File: config.mk
export PLATFORM = sky130hd
export DESIGN_NAME = branch_cmp_pipe
export DESIGN_NICKNAME = d
export VERILOG_FILES = /design/src/rtl/branch_cmp_pipe.sv
export SDC_FILE = /design/constraint.sdc
export NUM_CORES = 1
export LEC_CHECK = 0
export ABC_AREA = 1
export CELL_PAD_IN_SITES_DETAIL_PLACEMENT = 1
export CELL_PAD_IN_SITES_GLOBAL_PLACEMENT = 2
export CORE_MARGIN = 5
export CORE_UTILIZATION = 18
export CTS_CLUSTER_DIAMETER = 50
export DETAILED_ROUTE_END_ITERATION = 10
export GPL_TIMING_DRIVEN = 0
export PLACE_DENSITY_LB_ADDON = 0.3
export RECOVER_POWER = 50
export SLEW_MARGIN = 40
export SYNTH_ARGS = -nofsm -noshare
export SYNTH_HDL_FRONTEND = slang
export SYNTH_SLANG_ARGS = --single-unit
File: constraint.sdc
create_clock -name clk -period 1.5 [get_ports clk]
set_input_delay 0.3 -clock clk [delete_from_list [all_inputs] [get_ports clk]]
set_output_delay 0.3 -clock clk [all_outputs]
set_load 0.02 [all_outputs]
File: src/rtl/branch_cmp_pipe.sv
// Pipelined RISC-V branch comparator: resolves taken/less/equal/illegal over
// PIPE_STAGES registered stages behind a valid/ready handshake with flush.
module branch_cmp_pipe #(
    parameter int unsigned DATA_W      = 32,
    parameter int unsigned PIPE_STAGES = 1
) (
    input  logic              clk,
    input  logic              rst_n,
    input  logic              flush,
    input  logic              in_valid,
    output logic              in_ready,
    input  logic [DATA_W-1:0] a,
    input  logic [DATA_W-1:0] b,
    input  logic [2:0]        funct3,
    output logic              out_valid,
    input  logic              out_ready,
    output logic              out_taken,
    output logic              out_less,
    output logic              out_equal,
    output logic              out_illgl
);

    localparam int unsigned H = DATA_W / 2;

    // Half-width compare results plus the branch type they belong to
    typedef struct packed {
        logic       hi_eq;
        logic       hi_lt;
        logic       lo_eq;
        logic       lo_lt;
        logic [2:0] f3;
    } raw_t;

    // Final resolved branch fields
    typedef struct packed {
        logic taken;
        logic less;
        logic equal;
        logic illgl;
    } res_t;

    // Merge half compares into equal/less and decode the branch condition
    function automatic res_t combine(input raw_t r);
        res_t o;
        o.equal = r.hi_eq & r.lo_eq;
        o.less  = r.hi_lt | (r.hi_eq & r.lo_lt);
        o.illgl = (r.f3[2:1] == 2'b01);
        case (r.f3)
            3'b000:         o.taken = o.equal;
            3'b001:         o.taken = ~o.equal;
            3'b100, 3'b110: o.taken = o.less;
            3'b101, 3'b111: o.taken = ~o.less;
            default:        o.taken = 1'b0;
        endcase
        return o;
    endfunction

    logic [H-1:0] a_hi, b_hi, a_lo, b_lo;
    raw_t         raw_c;

    // Stage-1 half-width compares; only the high half honours signedness
    always_comb begin
        a_hi        = a[DATA_W-1:H];
        b_hi        = b[DATA_W-1:H];
        a_lo        = a[H-1:0];
        b_lo        = b[H-1:0];
        raw_c.f3    = funct3;
        raw_c.hi_eq = (a_hi == b_hi);
        raw_c.hi_lt = funct3[1] ? (a_hi < b_hi) : ($signed(a_hi) < $signed(b_hi));
        raw_c.lo_eq = (a_lo == b_lo);
        raw_c.lo_lt = (a_lo < b_lo);
    end

    if (PIPE_STAGES == 1) begin : g_p1
        logic v_q, v_d;
        res_t res_q, res_d;
        logic adv;

        assign adv = ~v_q | out_ready;

        // Single stage: combine and capture; emptied slot reads as zero
        always_comb begin
            v_d   = v_q;
            res_d = res_q;
            if (flush) begin
                v_d   = 1'b0;
                res_d = '0;
            end else if (adv) begin
                v_d   = in_valid;
                res_d = in_valid ? combine(raw_c) : '0;
            end
        end

        // Stage register
        always_ff @(posedge clk or negedge rst_n) begin
            if (!rst_n) begin
                v_q   <= 1'b0;
                res_q <= '0;
            end else begin
                v_q   <= v_d;
                res_q <= res_d;
            end
        end

        assign in_ready  = adv;
        assign out_valid = v_q;
        assign out_taken = res_q.taken;
        assign out_less  = res_q.less;
        assign out_equal = res_q.equal;
        assign out_illgl = res_q.illgl;
    end else begin : g_p2
        logic v1_q, v1_d, v2_q, v2_d;
        raw_t raw_q, raw_d;
        res_t res_q, res_d;
        logic adv1, adv2;

        assign adv2 = ~v2_q | out_ready;
        assign adv1 = ~v1_q | adv2;

        // S1 holds half compares, S2 holds combined result; flush empties both
        always_comb begin
            v1_d  = v1_q;
            raw_d = raw_q;
            v2_d  = v2_q;
            res_d = res_q;
            if (flush) begin
                v1_d  = 1'b0;
                raw_d = '0;
                v2_d  = 1'b0;
                res_d = '0;
            end else begin
                if (adv1) begin
                    v1_d  = in_valid;
                    raw_d = in_valid ? raw_c : '0;
                end
                if (adv2) begin
                    v2_d  = v1_q;
                    res_d = v1_q ? combine(raw_q) : '0;
                end
            end
        end

        // Stage registers
        always_ff @(posedge clk or negedge rst_n) begin
            if (!rst_n) begin
                v1_q  <= 1'b0;
                raw_q <= '0;
                v2_q  <= 1'b0;
                res_q <= '0;
            end else begin
                v1_q  <= v1_d;
                raw_q <= raw_d;
                v2_q  <= v2_d;
                res_q <= res_d;
            end
        end

        assign in_ready  = adv1;
        assign out_valid = v2_q;
        assign out_taken = res_q.taken;
        assign out_less  = res_q.less;
        assign out_equal = res_q.equal;
        assign out_illgl = res_q.illgl;
    end

endmodule
# Word level (Yosys, flattened, before mapping)
# Cells that the tools add are included.
[word_totals] ff_bits=5 input_bits=72 output_inout_bits=6 word_cells=34
[classes] magnitude_cmp=3 eq_ne=8 n_mux=7 bitwise=7 reduce_logical=4
[op_table] cell="16-bit less-than comparator" n=3
[op_table] cell="16-bit == test" n=2
[op_table] cell="3-bit == test (second input constant)" n=4
[op_table] cell="4-bit two-way mux" n=3
[op_table] cell="1-bit one-hot mux with 4 select lines" n=1
[op_table] cell="2-bit OR reduction" n=2
[op_table] cell="3-bit by 1-bit == test with 1-bit output (second input constant)" n=1
[op_table] cell="3-bit logical NOT" n=1
[op_table] cell="1-bit two-way mux" n=3
[op_table] cell="1-bit inverter" n=3
[op_table] cell="1-bit AND" n=2
[op_table] cell="2-bit by 1-bit == test with 1-bit output (second input constant)" n=1
[op_table] cell="1-bit bitwise OR" n=2
[op_table] cell="2-bit nonzero test" n=1

# Logic depth before layout (Yosys ltp)
# Gate-level depths: netlist of the first run.
[depth] ltp_word=8 depth_mapped=18 mapped_depth_nobuf=18

# Least setup slack after synthesis of the first run
# No wires, ideal clock.
[synth_path] path_kind="input -> register" start="in b[31]" end="reg g_p1.res_q (netlist bit out_taken)" setup_time_ps=117 arrival_time_ps=1418 required_time_ps=1383 path_slack_ps=-35 path_stages=15 n_path_buf=0 cell_sequence="inv_1 > ha_1 > nand2_1 > nor2_2 > nand2_2 > clkinv_2 > nand3_2 > nor2_1 > nand2_1 > nand3_2 > nand2_1 > nand2_1 > nand2_1 > nand2_1 > nand2_1"
[synth_via] elab_chain_len=8 word_cells_on_any_way=13 cone_classes="order compare (2); eq/ne (1); mux (5); bitwise (5)"
[synth_rtl] element="from (decl)" line="13" text="input logic [DATA_W-1:0] b,"
[synth_rtl] element="16-bit less-than comparator / 16-bit == test (equally long branches)" line="69, 68"
[synth_rtl] element="1-bit two-way mux / 1-bit AND (equally long branches)" line="69, 46"
[synth_rtl] element="1-bit bitwise OR" line="46" text="o.less = r.hi_lt | (r.hi_eq & r.lo_lt);"
[synth_rtl] element="1-bit inverter" line="52" text="3'b101, 3'b111: o.taken = ~o.less;"
[synth_rtl] element="1-bit one-hot mux with 4 select lines (*)" line="48" text="case (r.f3)"
[synth_rtl] element="4-bit two-way mux (*)" line="90" text="res_d = in_valid ? combine(raw_c) : '0;"
[synth_rtl] element="4-bit two-way mux (*)" line="88" text="end else if (adv) begin"
[synth_rtl] element="4-bit two-way mux (*)" line="85" text="if (flush) begin"
[synth_rtl] element="to (signal assigned)" line="101" text="res_q <= res_d;"
[synth_rtl] element="to (decl)" line="76" text="res_t res_q, res_d;"
# Mark *: on every way between the ends. The rest lies on a longest branch, timed or not. The select of a mux whose other input is x is not followed.
# A chain may end at the register's enable or synchronous reset.

# Worst setup path in the final report of the first run
[layout_path] start="in b[31]" end="reg g_p1.res_q (netlist bit out_less)"
[layout_via] elab_chain_len=6 word_cells_on_any_way=9 cone_classes="order compare (2); eq/ne (1); mux (4); bitwise (2)"
[layout_rtl] element="16-bit less-than comparator / 16-bit == test (equally long branches)" line="69, 68"
[layout_rtl] element="1-bit two-way mux / 1-bit AND (equally long branches)" line="69, 46"
[layout_rtl] element="1-bit bitwise OR (*)" line="46"
[layout_rtl] element="4-bit two-way mux (*)" line="90"
[layout_rtl] element="4-bit two-way mux (*)" line="88"
[layout_rtl] element="4-bit two-way mux (*)" line="85"
# Marked as above.

==> flow_summary.json, run 1 <==
{
  "violations": "setup timing",
  "cts_sinks": 5,
  "die_x_um": 90.40,
  "syn_nets": 289,
  "busiest_layer": "met2",
  "netSwitchingFraction": 0.3629,
  "critical_path_class": "input pin to flop",
  "timing.fmax_mhz": 653.3,
  "yosysWarnings": 0,
  "synthAdderAreaFrac": 0.3441,
  "crit_fanout": 3,
  "cts_made_buffers": 3,
  "outcome": "finished with violations",
  "period_minus_slack_ns": 1.531,
  "setup_viol": 2,
  "peakVddDrop_uv": 175.9,
  "reg2reg_to": "out_illgl$_DFFE_PN0P_",
  "gr-usage-all-layers": 0.09476,
  "netlist_instances": 185,
  "seq_area_frac_synth": 0.1075,
  "maxSlewHeadroom": 0.7840,
  "synth.most_common_cell": "nand2_1",
  "rows": 29,
  "via_per_inst": 4.095,
  "drive_gt1_frac": 0.5904,
  "clk_pin_slew_ns": 0.04,
  "core_sq_mm": 0.006314,
  "grt_use_met2": 0.1909,
  "power_frac_clock": 0.248,
  "sequentialPowerShare": 0.143,
  "port_buffers": 77,
  "synthArstFlopShare": 1.000,
  "p_sw_mw": 0.3718,
  "grt_setup_unrepaired": "yes",
  "synthTopCellsByCount": "nand2_1, inv_1, ha_1",
  "fin_hold_ws_ns": 0.3804,
  "yosysUniqueCellTypes": 20,
  "antenna_found_initial": 0,
  "dpl.hpwl_um": 3120,
  "first_iter_violations": 17,
  "maxCapViolCount": 0,
  "r2r-start": "out_valid$_DFFE_PN0P_",
  "die_h_um": 90.40,
  "report.final.slew_viol_count": 0,
  "cp_data_required_time_ns": 1.61,
  "cts_tree": "done",
  "clock-skew-final_ns": 0.002657,
  "synth_compound_area_frac": 0.1086,
  "worstSkewPairLatency_ns": 0.22,
  "synthFlopType": "dfrtp_1",
  "yosys-top-cells-area": "ha_1, nand2_1, inv_1, dfrtp_1, a21oi_1",
  "cts-hold-fix-buffers": 0,
  "synth_area_leader_cell": "ha_1",
  "dr_total_vias": 1425,
  "hold_violations": 0,
  "p_int_mw": 0.6526,
  "root_buffer": "clkbuf_8",
  "worstSetupEndpointType": "flop",
  "clockBufferDepth": 2,
  "muxShareOfSynthArea": 0,
  "dieArea_sq_mm": 0.008172,
  "grt_max_degree": 6,
  "gr-usage-met3": 0.01667,
  "synthXorXnorAreaFrac": 0,
  "gp_congestion": 0.6955,
  "postSynthAreaPerCell_sq_um": 6.290,
  "fin_area_sq_mm": 0.002402,
  "p_per_area_mw_per_mm2": 426.4,
  "fin_setup_tns_ns": -0.04699,
  "synth_top_family_by_area": "adder cells",
  "drtPass1Iterations": 2,
  "worst_pin_slew_ns": 0.3229,
  "n_antenna_cell": 0,
  "reg2reg_slack_ns": 0.37,
  "grt_use_met1": 0.09940,
  "grt_pass1_wl_um": 6630,
  "nets": 376,
  "hp-class": "input pin to asynchronous set/reset pin",
  "wl_per_cell_um": 11.40,
  "pin_count": 78,
  "layout_setup_ws_ns": -0.03063,
  "synth-simple-area-share": 0.2839,
  "htree_levels": 1,
  "ff2ff_path_depth": 5,
  "synth-edff-count": 0,
  "initial_core_util": 0.1843,
  "postRouteAntennaNets": 0,
  "grt_pass1_vias": 1543,
  "syn_area_sq_mm": 0.001164,
  "post-route-period-util": 1.020,
  "area_growth_pct": 106.5,
  "place_area_sq_mm": 0.002126,
  "yosysTopAreaCellShare": 0.3441,
  "overflow": 0,
  "crit_path_start_kind": "input pin",
  "wl_um": 3967,
  "arrival_ns": 1.64,
  "combinationalPowerShare": 0.609,
  "leakage_nw": 1.242,
  "yosys_register_bits": 5,
  "drc": 0
}
[cell type report]
cell class,count,area [sq um]
clock buffers,4,45.04
fillers,799,3911
inverters,48,203.9
multi-input cells,132,1361
flip-flops and latches,5,125.1
well taps,77,96.34
repair buffers,82,570.5
[what timing repair did]
action,CTS,global route
setup endpoints to repair,4,8
buffers inserted,5,1
pin swaps,80,24
gates resized for setup,297,27
[kinds of logic after synthesis]
logic type                 after synthesis
DFF                                      5
buffers and inverters                   48
adders and majority gates               32
and+or+nand+nor                         78
AOI/OAI and AO/OA                       22
[cell usage in the layout (no fill, tap or decap), drive strengths merged]
cell type and count:
a21o 2, clkdlybuf4s50 7, o31ai 1, nand3 5, o21ai 4, dfrtp 5
clkdlybuf4s15 4, nand4 3, dlygate4sd2 4, nor2 17, inv 47, dlygate4sd3 1
clkbuf 8, a21oi 12, ha 32, nor3 1, dlymetal6s2s 4, clkinv 1
o21bai 1, o21a 1, a22o 1, nand2 52, buf 58
[power by group through the flow]
stage	logic, mW	registers [mW]	clock network [mW]
after floorplan	0.224	0.157	0
after global placement	0.496	0.148	0
final	0.624	0.146	0.254
after global routing	0.701	0.147	0.269
after CTS	0.599	0.147	0.261
after detailed placement	0.503	0.148	0
[sequential cells by signal (all words and copies together) (netlist names)]
register / cells
out_less: 1
out_illgl: 1
out_valid: 1
out_taken: 1
out_equal: 1
[metrics by stage]
stage               setup WS [ns]  std cells  total power [mW]    util
floorplan               -0.005108        185            0.3811       -
global placement          -0.8605        339            0.6443  0.3367
detailed placement        -0.8777        339            0.6515  0.3367
CTS                      -0.01259        348             1.007  0.3732
global route              -0.1637        348             1.117  0.3805
finish                   -0.03063        348             1.024  0.3805
[critical path, stage by stage]
cell and delay [ns]:
buf_2 0.10, inv_2 0.06, ha_4 0.21, a21oi_1 0.19
o21ai_2 0.09, a21oi_4 0.13, nand2_1 0.08, nand2_2 0.08
nand3_2 0.07, buf_4 0.13, a22o_1 0.19
[worst max path at each step]
stage	from	endpoint	slack [ns]	cells after the start
floorplan	b[5]	out_taken$_DFFE_PN0P_	-0.005	13
global placement	b[5]	out_taken$_DFFE_PN0P_	-0.86	14
detailed placement	b[5]	out_taken$_DFFE_PN0P_	-0.88	14
CTS	b[7]	out_taken$_DFFE_PN0P_	-0.01	14
global route	b[7]	out_taken$_DFFE_PN0P_	-0.16	14
finish	b[31]	out_less$_DFFE_PN0P_	-0.03	11
[routing by layer]
| layer | up-vias | share of wire |
|---|---|---|
| li1 | 747 | - |
| met1 | 632 | 0.40 |
| met2 | 44 | 0.54 |
| met3 | 2 | 0.064 |
| met4 | 0 | 0.0035 |
| met5 | - | 0 |
Note: power is estimated with default switching activity, not from simulation.
==> run 2, diff against run 1 <==
CORE_ASPECT_RATIO = 0.9   (was not set)
==> run 2 against run 1 <==
  * Critical path type unchanged
  * Wire length shrank 1.2%
  * Final cell count grew 3.4%
  * Via count grew 1.1%
  * Register-to-register slack gained 0.02 ns
  * Die area is essentially flat
  * Combinational power shrank 6.1%
  * Critical path depth grew 4
  * Worst setup slack gained 0.0095 ns
  * Power shrank 4.5%
  * Largest power group unchanged
  * Design area shrank 0.10%
  * The run still ends with setup timing left
  * Clock skew grew 0.00066 ns
  * Core utilization grew 0.56 points
==> flow_summary.json, run 2 (synthesized netlist as in run 1, its figures left out) <==
{
  "outcome": "finished with violations",
  "violations": "setup timing",
  "leakage_nw": 1.240,
  "met2_length_um": 1928,
  "rows": 27,
  "grt_setup_unrepaired": "yes",
  "cts_tree": "done",
  "critPathMaxStageDelay_ns": 0.27,
  "wl_met3_um": 312,
  "core_sq_mm": 0.006216,
  "drive_gt1_frac": 0.5385,
  "root_buffer": "clkbuf_8",
  "area_growth_pct": 106.2,
  "crit_path_start_kind": "input pin",
  "report.final.slew_viol_count": 0,
  "cp_data_required_time_ns": 1.61,
  "finalNonFillerCells": 360,
  "drtPass1Iterations": 2,
  "layout_setup_ws_ns": -0.02113,
  "pin_count": 78,
  "first_iter_violations": 28,
  "p_per_area_mw_per_mm2": 407.6,
  "arrival_ns": 1.63,
  "cp_cell_sequence": "buf_2, ha_4, nand2_2, nor2_4, nand2_2, clkinv_2, nand3_2, nor2_2, nand2_2, nand3_2, nand2_1, nand2_1, nand2_1, nand2_1, nand2_1",
  "wirelength_met1_um": 1655,
  "dp.cells": 349,
  "crit_slowest_cell": "ha_4",
  "clk_pin_slew_ns": 0.04,
  "clockBufferDepth": 2,
  "grt_max_degree": 6,
  "n_antenna_cell": 0,
  "post-route-period-util": 1.014,
  "peakVddDrop_uv": 208.3,
  "worstSkewPairLatency_ns": 0.22,
  "grt_pass1_vias": 1616,
  "critPathTopFamily": "simple AND/OR/NAND/NOR gates",
  "setup_viol": 1,
  "dpl.hpwl_um": 3298,
  "final_cell_mix": "buf_2, nand2_1, inv_1, ha_4, inv_2",
  "grt_pass1_wl_um": 6520,
  "via_per_inst": 4.000,
  "overflow": 0,
  "drc": 0,
  "wl_per_cell_um": 10.89,
  "hold_violations": 0,
  "dieArea_sq_mm": 0.008175,
  "die_x_um": 94.75,
  "port_buffers": 77,
  "postRouteAntennaNets": 0,
  "worstSetupEndpointType": "flop",
  "critical_path_class": "input pin to flop",
  "cts_sinks": 5,
  "antenna_found_initial": 0,
  "initial_core_util": 0.1872,
  "top_layer": "met4",
  "path_buf_inv": 2,
  "dr_total_vias": 1440,
  "cts_made_buffers": 3,
  "worst_pin_slew_ns": 0.3496,
  "maxCapViolCount": 0,
  "cp_common_cell": "nand2_1",
  "p_total_mw": 0.9781,
  "nets": 378,
  "die_h_um": 86.28,
  "hp-class": "input pin to asynchronous set/reset pin",
  "timing.fmax_mhz": 657.4,
  "maxSlewHeadroom": 0.7660,
  "gp_congestion": 0.7381,
  "layout_commonest_cell": "buf_2",
  "htree_levels": 1,
  "gr-usage-all-layers": 0.09545,
  "clock-skew-final_ns": 0.003317,
  "crit_fanout": 3,
  "wl_um": 3921,
  "period_minus_slack_ns": 1.521,
  "cts-hold-fix-buffers": 0
}
[run 2: cell count changes in the layout (fill, tap and decap cells not counted), moves of 4 or more]
cell,before,now
inv_2,25,19
buf_2,47,40
nand2_4,6,2
inv_1,18,24
nand2_1,33,37
buf_6,5,13
[run 2: final cells by class]
class	instances	area [sq um]
inverter	48	203.9
sequential	5	125.1
timing repair buffer	84	634.4
clock buffer	4	45.04
fill	771	3816
tap	87	108.9
multi-input combinational	132	1282
[run 2: layer usage]
| metal | vias to the layer above | track usage |
|---|---|---|
| met5 | - | 0 |
| met4 | 0 | 0.01573 |
| met3 | 2 | 0.02344 |
| met2 | 49 | 0.1741 |
| met1 | 638 | 0.1140 |
| li1 | 751 | - |
[run 2: repair_timing]
item	in CTS	in global routing
resized for setup	276	27
setup buffers	6	2
endpoints found under the setup margin	4	8
pin swaps	74	22
[run 2: where the power goes]
part / switching, mW / total, mW / internal [mW]
Clock: 0.0637 / 0.246 / 0.182
Combinational: 0.275 / 0.586 / 0.311
Sequential: 0.00379 / 0.147 / 0.143
[run 2: metrics by stage]
step | TNS, ns | worst slack, ns | util | hold slack (ns) | cell area (sq um)
3_5_place_dp | -2.419 | -0.8652 | 0.3440 | 0.4791 | 2138
2_1_floorplan | -0.005108 | -0.005108 | - | 0.004409 | 1259
3_3_place_gp | -2.370 | -0.8494 | 0.3440 | 0.4650 | 2138
6_report | -0.02113 | -0.02113 | 0.3861 | 0.3723 | 2400
4_1_cts | -0.007106 | -0.007106 | 0.3700 | 0.3091 | 2300
5_1_grt | -0.1887 | -0.1551 | 0.3861 | 0.3989 | 2400
[run 2: path summary, 6_finish.rpt]
kind / start / endpoint / slack (ns) / cells after the start
worst max-delay path: a[31] / out_taken$_DFFE_PN0P_ / -0.02 / 15
worst min-delay path: rst_n / out_valid$_DFFE_PN0P_ / 0.37 / 1
worst max register to register: out_valid$_DFFE_PN0P_ / out_less$_DFFE_PN0P_ / 0.39 / 4
worst min register to register: out_illgl$_DFFE_PN0P_ / out_illgl$_DFFE_PN0P_ / 0.48 / 2
max in group asynchronous: rst_n / out_taken$_DFFE_PN0P_ / 0.93 / 1
min in group clk: out_illgl$_DFFE_PN0P_ / out_illgl$_DFFE_PN0P_ / 0.48 / 2
